## config.mk

```make
export PLATFORM = sky130hd
export DESIGN_NAME = ovl_win_scheduler
export DESIGN_NICKNAME = d
export VERILOG_FILES = /design/src/rtl/ovl_win_scheduler.sv
export SDC_FILE = /design/constraint.sdc
export NUM_CORES = 1
export LEC_CHECK = 0
export CORE_MARGIN = 2
export CORE_UTILIZATION = 49
export CTS_BUF_LIST = sky130_fd_sc_hd__clkbuf_8
export DETAILED_ROUTE_END_ITERATION = 10
export GPL_TIMING_DRIVEN = 0
export PLACE_DENSITY = 0.9
export SETUP_SLACK_MARGIN = 0.15
export SLEW_MARGIN = 20
export SYNTH_ARGS = -nofsm -noshare
export SYNTH_HDL_FRONTEND = slang
export SYNTH_SLANG_ARGS = --single-unit
export TNS_END_PERCENT = 50
```

## constraint.sdc

```tcl
create_clock -name clk -period 4.3 [get_ports clk]
set_clock_uncertainty 0.2 [all_clocks]
set_input_delay 0.43 -clock clk [delete_from_list [all_inputs] [get_ports clk]]
set_output_delay 0.43 -clock clk [all_outputs]
set_load 0.01 [all_outputs]
```

## src/rtl/ovl_win_scheduler.sv

```systemverilog
// Round-robin scheduler that time-shares one OVL-style window checker among
// several requesters: it grants one requester, frames its window with start/end pulses.
module ovl_win_scheduler #(
    parameter int width      = 8,
    parameter int num_req    = 4,
    parameter int max_window = 16
) (
    input  logic                     clk,
    input  logic                     reset,
    input  logic [num_req-1:0]       req,
    input  logic [num_req-1:0]       done,
    input  logic [num_req*width-1:0] test_bus,
    output logic [num_req-1:0]       gnt,
    output logic                     start_event,
    output logic                     end_event,
    output logic                     window,
    output logic [width-1:0]         test_expr,
    output logic                     timeout,
    output logic                     abort,
    output logic [15:0]              win_count
);

    localparam int IDX_W = (num_req > 1) ? $clog2(num_req) : 1;
    localparam int CNT_W = (max_window > 1) ? $clog2(max_window) : 1;
    localparam logic [CNT_W-1:0] CNT_LAST = CNT_W'(max_window - 1);
    localparam logic [IDX_W-1:0] IDX_LAST = IDX_W'(num_req - 1);
    localparam logic [IDX_W:0]   NUM_REQ  = (IDX_W + 1)'(num_req);

    typedef enum logic [1:0] {
        IDLE  = 2'd0,
        START = 2'd1,
        OPEN  = 2'd2,
        CLOSE = 2'd3
    } state_e;

    state_e               state_q, state_d;
    logic [num_req-1:0]   gnt_q, gnt_d;
    logic [IDX_W-1:0]     idx_q, idx_d;
    logic [IDX_W-1:0]     ptr_q, ptr_d;
    logic [CNT_W-1:0]     cnt_q, cnt_d;
    logic                 start_event_q, start_event_d;
    logic                 end_event_q, end_event_d;
    logic                 window_q, window_d;
    logic                 timeout_q, timeout_d;
    logic                 abort_q, abort_d;
    logic [15:0]          win_count_q, win_count_d;

    logic                 arb_found;
    logic [IDX_W-1:0]     arb_idx;
    logic [IDX_W:0]       arb_pos;
    logic [num_req-1:0]   arb_onehot;

    // Round-robin search: candidate (ptr + k) mod num_req, first set req bit wins.
    always_comb begin
        // NOTE: every variable gets a value before any branch, so no latch is inferred.
        arb_found  = 1'b0;
        arb_idx    = '0;
        arb_pos    = '0;
        arb_onehot = '0;
        for (int k = 0; k < num_req; k++) begin
            arb_pos = {1'b0, ptr_q} + (IDX_W + 1)'(k);
            if (arb_pos >= NUM_REQ) begin
                arb_pos = arb_pos - NUM_REQ;
            end
            if (!arb_found && req[arb_pos[IDX_W-1:0]]) begin
                arb_found = 1'b1;
                arb_idx   = arb_pos[IDX_W-1:0];
            end
        end
        arb_onehot[arb_idx] = arb_found;
    end

    always_comb begin
        state_d       = state_q;
        gnt_d         = gnt_q;
        idx_d         = idx_q;
        ptr_d         = ptr_q;
        cnt_d         = cnt_q;
        window_d      = window_q;
        win_count_d   = win_count_q;
        start_event_d = 1'b0;
        end_event_d   = 1'b0;
        timeout_d     = 1'b0;
        abort_d       = 1'b0;

        unique case (state_q)
            IDLE: begin
                if (arb_found) begin
                    state_d       = START;
                    gnt_d         = arb_onehot;
                    idx_d         = arb_idx;
                    start_event_d = 1'b1;
                end
            end
            START: begin
                // done is deliberately not looked at here.
                state_d  = OPEN;
                window_d = 1'b1;
                cnt_d    = '0;
            end
            OPEN: begin
                if (done[idx_q]) begin
                    state_d     = CLOSE;
                    end_event_d = 1'b1;
                end else if (!req[idx_q]) begin
                    state_d     = CLOSE;
                    end_event_d = 1'b1;
                    abort_d     = 1'b1;
                end else if (cnt_q == CNT_LAST) begin
                    state_d     = CLOSE;
                    end_event_d = 1'b1;
                    timeout_d   = 1'b1;
                end else begin
                    cnt_d = cnt_q + 1'b1;
                end
            end
            CLOSE: begin
                state_d     = IDLE;
                window_d    = 1'b0;
                gnt_d       = '0;
                ptr_d       = (idx_q == IDX_LAST) ? '0 : idx_q + 1'b1;
                win_count_d = (win_count_q == 16'hFFFF) ? win_count_q : win_count_q + 16'd1;
            end
            default: begin
                state_d = IDLE;
            end
        endcase
    end

    // Reset is asynchronous so an interrupted window vanishes without an end_event.
    always_ff @(posedge clk or posedge reset) begin
        if (reset) begin
            state_q       <= IDLE;
            gnt_q         <= '0;
            idx_q         <= '0;
            ptr_q         <= '0;
            cnt_q         <= '0;
            start_event_q <= 1'b0;
            end_event_q   <= 1'b0;
            window_q      <= 1'b0;
            timeout_q     <= 1'b0;
            abort_q       <= 1'b0;
            win_count_q   <= '0;
        end else begin
            // NOTE: non-blocking assignments so every register samples pre-edge values.
            state_q       <= state_d;
            gnt_q         <= gnt_d;
            idx_q         <= idx_d;
            ptr_q         <= ptr_d;
            cnt_q         <= cnt_d;
            start_event_q <= start_event_d;
            end_event_q   <= end_event_d;
            window_q      <= window_d;
            timeout_q     <= timeout_d;
            abort_q       <= abort_d;
            win_count_q   <= win_count_d;
        end
    end

    always_comb begin
        test_expr = '0;
        for (int i = 0; i < num_req; i++) begin
            if (gnt_q[i]) begin
                test_expr = test_bus[i*width +: width];
            end
        end
    end

    assign gnt         = gnt_q;
    assign start_event = start_event_q;
    assign end_event   = end_event_q;
    assign window      = window_q;
    assign timeout     = timeout_q;
    assign abort       = abort_q;
    assign win_count   = win_count_q;

    a_gnt_onehot0 : assert property (@(posedge clk) disable iff (reset) $onehot0(gnt_q));
    a_no_start_end : assert property (@(posedge clk) disable iff (reset) !(start_event_q && end_event_q));
    a_no_to_abort : assert property (@(posedge clk) disable iff (reset) !(timeout_q && abort_q));

endmodule

```

==> results_dict.tcl <==
set metrics [dict create \
    outcome "finished clean" \
    num_io_pins 75 \
    yosysTopAreaCell "dfrtp_1" \
    synth_top_area_frac 0.431 \
    relSlewSlack 0.519 \
    tns_ns 0 \
    fin_util 0.730 \
    synth_top_family_by_area "simple AND/OR/NAND/NOR gates" \
    pre_cts_slack_ns 1.75 \
    cts_buffers 5 \
    netlist_top_cells_count "35 x dfrtp_1, 25 x nand2_1, 14 x o31ai_1" \
    p_sw_frac 0.376 \
    seqCellArea_um2 876 \
    cts_htree_levels 2 \
    fmax_ghz 0.360 \
    yosysMostFrequentCell "dfrtp_1" \
    io_buffers 74 \
    period_needed_ns 2.78 \
    worst_slew_pin_slew_ns 0.720 \
    postSynthAreaPerCell_um2 10.0 \
    final_cell_count_no_fill 335 \
    leakage_nw 1.24 \
    nNetsFinal 334 \
    synthXorXnorAreaFrac 0.0517 \
    die-height_um 68.4 \
    rsz0062_at_grt "false" \
    multi_input_area_um2 1090 \
    cts_max_path_buffers 2 \
    synthFlopType "dfrtp_1" \
    initial_utilization 0.508 \
    nFillCells 294 \
    wl_per_cell_um 14.6 \
    synth-edff-count 0 \
    yosysUniqueCellTypes 44 \
    n_antenna_cell 0 \
    synth_area_leaders "dfrtp_1 43%, o31ai_1 5.2%, ha_1 4.9%" \
    async_flop_share 1.00 \
    cts_tree "built" \
    synth_seq_cells 35 \
    coreArea_um2 4000 \
    slew_violations 0 \
    clk_pin_slew_ns 0.07 \
    holdWs_ns 0.281 \
    grt_pass1_wl_um 7960 \
    synth_mux_area_frac 0.0610 \
    cap_violations 0 \
    worstSetupPathType "flip-flop to primary output" \
    cts-root-buf "clkbuf_8" \
    dpl.hpwl_um 3720 \
    area_growth_pct 43.7 \
    antenna_found_initial 0 \
    design_area_um2 2920 \
    first_global_vias 1799 \
    wirelength_um 4880 \
    total_power_mw 1.56 \
    power_frac_comb 0.517 \
    die_w_um 68.4 \
    gp_congestion 0.816 \
    grt_max_degree 36 \
    synth_compound_area_frac 0.161 \
    gr-total-overflow 0 \
    cts_resized 0 \
    yosysSeqAreaShare 0.431 \
    synth_cells 203 \
    dr.pass1.iters 4 \
    clk_latency_ns 0.29 \
    cts_setup_buffers 0 \
    power_density_nw_per_um2 534 \
    synth_area_um2 2030 \
    vias 1861 \
    first_iter_violations 47 \
    ir_worst_vdd_v 0.000376 \
    num_rows 23 \
    grt_usage 0.229 \
    placed_cells 327 \
    synth_fp_nets 253 \
    vias_per_cell 5.56 \
    ctsHoldBuffers 0 \
    synthSimpleGateAreaFrac 0.214 \
    critPathMaxFanout 7 \
    setup_slack_ns 1.52 \
    die-area_um2 4680 \
    finalCritPeriodShare 0.646 \
    required_ns 3.67 \
    power.internal_mw 0.973 \
    cp.arrival_ns 2.15 \
    final_hold_viol_count 0 \
    yosys_warnings 0 \
    cp-start-kind "flip-flop" \
    layout-drive-gt1-share 0.0842 \
    min_path_type "flip-flop to flip-flop" \
    antenna_left 0 \
    setup_viol 0 \
    p_clk_frac 0.148 \
    drc 0 \
    power.switching_mw 0.585 \
    p_seq_frac 0.335 \
    synthAdderAreaFrac 0.0493 \
    place_area_um2 2840 \
    cts_sinks 35 \
    end_kind "primary output" \
]
## cells by family after synthesis
logic type | after synthesis
buf+inv | 15
compound gates | 47
xor+xnor | 12
fa+ha+maj | 8
mux | 9
simple gates | 77
flops | 35
## critical path: stages, from the launching register on
cell and delay (ns):
dfrtp_1 0.38, nor2b_1 0.45, a221oi_1 0.18, o31ai_1 0.27
clkdlybuf4s50_1 0.58
## flip-flops by register name, indices dropped and copies added, names as in the netlist
name / count
start_event: 1
cnt_q: 4
state_q: 2
idx_q: 2
timeout: 1
ptr_q: 2
gnt: 4
window: 1
win_count: 16
abort: 1
end_event: 1
## worst paths after layout
path                                 start            end  slack (ns)  cells after the start
worst max register to register  state_q[1]  win_count[15]        2.13                      6
worst min register to register    cnt_q[3]       cnt_q[3]        0.28                      1
worst min-delay path              cnt_q[3]       cnt_q[3]        0.28                      1
worst max-delay path                gnt[0]   test_expr[0]        1.52                      4
max in group asynchronous            reset     state_q[0]        3.04                      2
min in group asynchronous            reset  win_count[12]        0.39                      2
## layout make-up
class / count / area share
clock buffers: 5 / 0.0236
flip-flops and latches: 35 / 0.300
repair buffers: 74 / 0.254
inverters: 8 / 0.0103
clock inverters: 3 / 0.00557
plain buffers: 7 / 0.0120
well taps: 50 / 0.0214
multi-input cells: 153 / 0.374
## layer usage
metal	up-vias	track usage	routed length, um
met5	-	0	0
met4	0	0.0900	79
met3	6	0.0740	478
met2	71	0.379	2280
met1	884	0.276	2040
li1	900	-	-
## power groups by stage
stage | clock (mW) | sequential, mW | combinational [mW]
floorplan | 0 | 0.534 | 0.434
global placement | 0 | 0.521 | 0.779
detailed placement | 0 | 0.525 | 0.809
CTS | 0.233 | 0.522 | 0.812
global route | 0.249 | 0.539 | 0.893
finish | 0.230 | 0.522 | 0.806
## placed cells by master (no fill, tap or decap), types with 5 or more instances in the layout
master,count
a21oi_1,7
a221oi_1,7
clkbuf_1,5
clkbuf_8,5
clkdlybuf4s50_1,74
dfrtp_1,35
ha_1,8
inv_1,8
nand2_1,25
nand4_1,8
nor2_1,6
nor2b_1,10
nor3_1,5
o21ai_0,9
o31ai_1,14
xor2_1,8
Power figures use the tool's default switching activity.
